--- src/rtl/wash_controller.sv ---
// wash_controller: wash-cycle sequencer driving the timer, with pause, extra pass and watchdog
module wash_controller #(
  parameter logic [31:0] WDOG_LIMIT = 32'd0,
  parameter bit          EXTRA_PASS = 1'b1
) (
  input  logic       clk,
  input  logic       rst,
  input  logic       coin_in,
  input  logic       double_wash,
  input  logic       pause_req,
  input  logic       timer_done,
  output logic [2:0] state_out,
  output logic       start_timer,
  output logic       busy,
  output logic       wash_done,
  output logic       fault
);
  typedef enum logic [2:0] {
    IDLE  = 3'd0,
    FILL  = 3'd1,
    WASH  = 3'd2,
    RINSE = 3'd3,
    SPIN  = 3'd4,
    PAUSE = 3'd5
  } state_t;
  state_t      state, saved;
  logic        extra;
  logic [31:0] wdog, wdog_n;
  logic        done, wdog_hit;
  assign state_out = state;
  // timer_done is blind during the start cycle; watchdog saturates and trips on reaching the limit
  always_comb begin
    done     = timer_done & ~start_timer;
    wdog_n   = &wdog ? wdog : wdog + 32'd1;
    wdog_hit = (WDOG_LIMIT != 32'd0) && (wdog_n >= WDOG_LIMIT);
  end
  // sequencing FSM with registered outputs; done beats watchdog beats pause
  always_ff @(posedge clk or posedge rst) begin
    if (rst) begin
      state       <= IDLE;
      saved       <= IDLE;
      extra       <= 1'b0;
      wdog        <= '0;
      start_timer <= 1'b0;
      busy        <= 1'b0;
      wash_done   <= 1'b0;
      fault       <= 1'b0;
    end else begin
      start_timer <= 1'b0;
      wash_done   <= 1'b0;
      case (state)
        IDLE: if (coin_in) begin
          state       <= FILL;
          start_timer <= 1'b1;
          busy        <= 1'b1;
          extra       <= double_wash & EXTRA_PASS;
          fault       <= 1'b0;
          wdog        <= '0;
        end
        FILL, WASH, RINSE, SPIN: if (done) begin
          state       <= state == FILL ? WASH : state == WASH ? RINSE :
                         state == RINSE ? (extra ? WASH : SPIN) : IDLE;
          start_timer <= state != SPIN;
          busy        <= state != SPIN;
          wash_done   <= state == SPIN;
          extra       <= state == RINSE ? 1'b0 : extra;
          wdog        <= '0;
        end else if (wdog_hit) begin
          state <= IDLE;
          busy  <= 1'b0;
          fault <= 1'b1;
          wdog  <= wdog_n;
        end else begin
          wdog  <= wdog_n;
          saved <= pause_req ? state : saved;
          state <= pause_req ? PAUSE : state;
        end
        PAUSE: if (!pause_req) state <= saved;
        default: begin
          state <= IDLE;
          busy  <= 1'b0;
        end
      endcase
    end
  end
endmodule

--- config.mk ---
export PLATFORM = sky130hd
export DESIGN_NAME = wash_controller
export DESIGN_NICKNAME = d
export VERILOG_FILES = /design/src/rtl/wash_controller.sv
export SDC_FILE = /design/constraint.sdc
export NUM_CORES = 1
export LEC_CHECK = 0
export ABC_AREA = 1
export ABC_CLOCK_PERIOD_IN_PS = 2300
export CELL_PAD_IN_SITES_DETAIL_PLACEMENT = 0
export CELL_PAD_IN_SITES_GLOBAL_PLACEMENT = 1
export CORE_ASPECT_RATIO = 0.8
export CORE_UTILIZATION = 37
export CTS_CLUSTER_DIAMETER = 120
export DETAILED_ROUTE_END_ITERATION = 12
export PLACE_DENSITY_LB_ADDON = 0.1
export SLEW_MARGIN = 40
export SYNTH_ARGS = -nofsm -noshare
export SYNTH_HDL_FRONTEND = slang
export SYNTH_SLANG_ARGS = --single-unit
export TNS_END_PERCENT = 30
--- constraint.sdc ---
create_clock -name clk -period 2.3 [get_ports clk]
set_clock_uncertainty 0.1 [all_clocks]
set_input_delay 0.46 -clock clk [delete_from_list [all_inputs] [get_ports clk]]
set_output_delay 0.46 -clock clk [all_outputs]
set_load 0.05 [all_outputs]
==> results.cfg <==
[floorplanning]
fp-row-count = 12
die_x_microns = 47.7
pin_count = 13
die_h_microns = 38.5
dieArea_sq_mm = 0.00184
initial_utilization_pct = 41.9
core-area_sq_mm = 0.00147

[yosys]
synth_compound_area_share_pct = 12.0
synthCells = 84
synth_adder_area_share_pct = 0
ys_ff_latch = 10
synth_nets = 90
synth_area_per_cell_sq_um = 7.34
synth.distinct_cells = 20
synth_xor_area_share_pct = 0
synth-seq-area-share_pct = 40.6
yosys.area_share.simple_pct = 32.9
synth.area.mux_share_pct = 0
yosysWarnings = 0
synth_top_family_by_area = simple AND/OR/NAND/NOR gates
netlist_area_sq_um = 617

[detailed_routing]
wl_met2_microns = 533
met1_length_microns = 627
dr.pass1.iters = 4
dr_total_vias = 540
drt_wl_total_microns = 1250
drtIter0Drc = 5
drc_errors = 0
highest_layer = met4
routed-wl-met3_microns = 76
postRouteAntennaNets = 0
avgRoutedWirePerCell_microns = 10.7
viasPerCell = 4.62

[place]
place_inst = 113
pre_cts_ws_ns = 0.421
dpl_cell_area_sq_um = 718
dp_hpwl_microns = 927
gp_congestion = 0.781
portBuffers = 11

[clocking]
clockBufferDepth = 2
root_buffer = clkbuf_4
post_cts_buffers = 0
cts_hold_buf = 0
cts_inserted_buffers = 3
cts-htree-levels = 1
clock-sinks = 10
cts_resized = 0
cts.clk_slew.worst_paths_ns = 0.07
worstSkewPairLatency_ns = 0.27
cts_tree = built

[run_status]
status = complete, no violations

[grt]
antenna_found_initial = 0
grt.overflow.total = 0
grt_use_total_pct = 18.5
grt_pass1_wl_microns = 2190
grt_max_degree = 11
grt_pass1_vias = 519

[timing]
finalSetupViolCount = 0
fin_ws_ns = 0.182
maxSlewViolCount = 0
fin_tns_setup_ns = 0
rsz0062_at_grt = no
hold_viol = 0
post-route-min-period_ns = 2.12
timing.final.crit_share_pct = 92.1
max_freq_mhz = 472

[worst_setup_path]
cp_num_buf_inv = 1
end_kind = output pin
crit_required_ns = 1.74
rr_startpoint = state_out[0]
crit_arrival_ns = 1.56
cp_slowest_cell = clkdlybuf4s50_1
path_class = reg2out
crit_chain = clkdlybuf4s50_1
r2r_end = state_out[1]
reg2reg_setup_slack_ns = 0.85
cp-start-kind = register
critPathTopFamily = buffers and inverters
cp-startpoint = state_out[2]
slowest_delay_ns = 0.84
cp_max_fo = 6
r2r.worst_path.cells = 7

[layout]
areaGrowthSynthToFinish_pct = 22.3
nFillCells = 155
stdcell_count = 117
antenna-diode-count = 0
drive_gt1_share_pct = 20.8
layout_common_cells = 27 x nand2_1, 10 x inv_1, 10 x dfrtp_1, 9 x clkdlybuf4s50_1
final_common_cell = nand2_1
fin_nets = 103
fin_area_sq_um = 754

[pwr]
leakagePower_nw = 0.378
p_per_area_mw_per_mm2 = 1540
ir_drop_mv = 0.895

[run]
cap_viol_max_count = 0

[worst_hold_path]
hold_path.class = in2async
-- registers in the layout, indices dropped and copies added, names as in the netlist --
register and cells:
start_timer 1, saved 3, extra 1, wash_done 1
busy 1, state_out 3
-- kinds of logic (layout without fill, tap and decap cells) --
logic type	count (synthesis)	in the layout
and+or+nand+nor	42	42
buffers and inverters	18	30
AOI/OAI and AO/OA	13	13
DFF	10	10
other	1	1
-- worst max path at each step --
stage / end / slack, ns / cells past startpoint
floorplan: state_out[2] / 0.73 / 9
global placement: extra / 0.47 / 8
detailed placement: extra / 0.42 / 8
CTS: state_out[2] / 0.18 / 1
global route: state_out[2] / 0.15 / 1
finish: state_out[2] / 0.18 / 1
-- area by class of cell --
type | instances | area, sq um | area share [%]
repair buffers | 11 | 105 | 13.9
multi-input cells | 56 | 280 | 37.1
inverters | 15 | 56.3 | 7.46
flip-flops and latches | 10 | 250 | 33.2
clock buffers | 4 | 36.3 | 4.81
well taps | 21 | 26.3 | 3.48
-- cells in the mapped netlist --
cell type / n / share of area (%)
a22oi_1: 1 / 1.2
nor2_4: 1 / 1.8
buf_6: 2 / 3.7
nand3_2: 3 / 4.9
nor3_2: 1 / 1.6
o211ai_1: 1 / 1.2
buf_4: 1 / 1.2
conb_1: 1 / 0.61
o21ai_2: 1 / 1.4
o21ai_0: 5 / 4.1
a21oi_1: 1 / 0.81
nand2_2: 3 / 3.0
nand3_1: 2 / 1.6
o21ai_1: 4 / 3.2
nand2_1: 27 / 16
inv_1: 10 / 6.1
dfrtp_1: 10 / 41
inv_2: 5 / 3.0
nor2_1: 4 / 2.4
nand4_1: 1 / 1.0
-- worst register-to-register path: cells and delay by family (launching register included) --
family	cells	cell delay (ns)
flip-flops	1	0.58
AND/OR/NAND/NOR	7	0.66
-- through the flow --
stage | total power (W) | utilization [%] | hold slack, ns
finish | 0.00116 | 51.3 | 0.368
global route | 0.00128 | 51.3 | 0.400
CTS | 0.00117 | 51.3 | 0.387
detailed placement | 0.00101 | 48.8 | 0.368
global placement | 0.00101 | 48.8 | 0.362
floorplan | 0.000867 | - | 0.200
-- power by group --
part	leakage (nW)	internal, W	total, W	switching, W
Sequential	0.128	0.000250	0.000337	0.0000872
Clock	0.0210	0.0000962	0.000159	0.0000629
Combinational	0.229	0.000218	0.000667	0.000449
-- routing by layer --
metal  track usage (%)  vias to the layer above
met5                 0                        -
met4              4.17                        0
met3              8.49                        2
met2              28.4                       14
met1              23.6                      242
li1                  -                      282
Power figures use the tool's default switching activity.
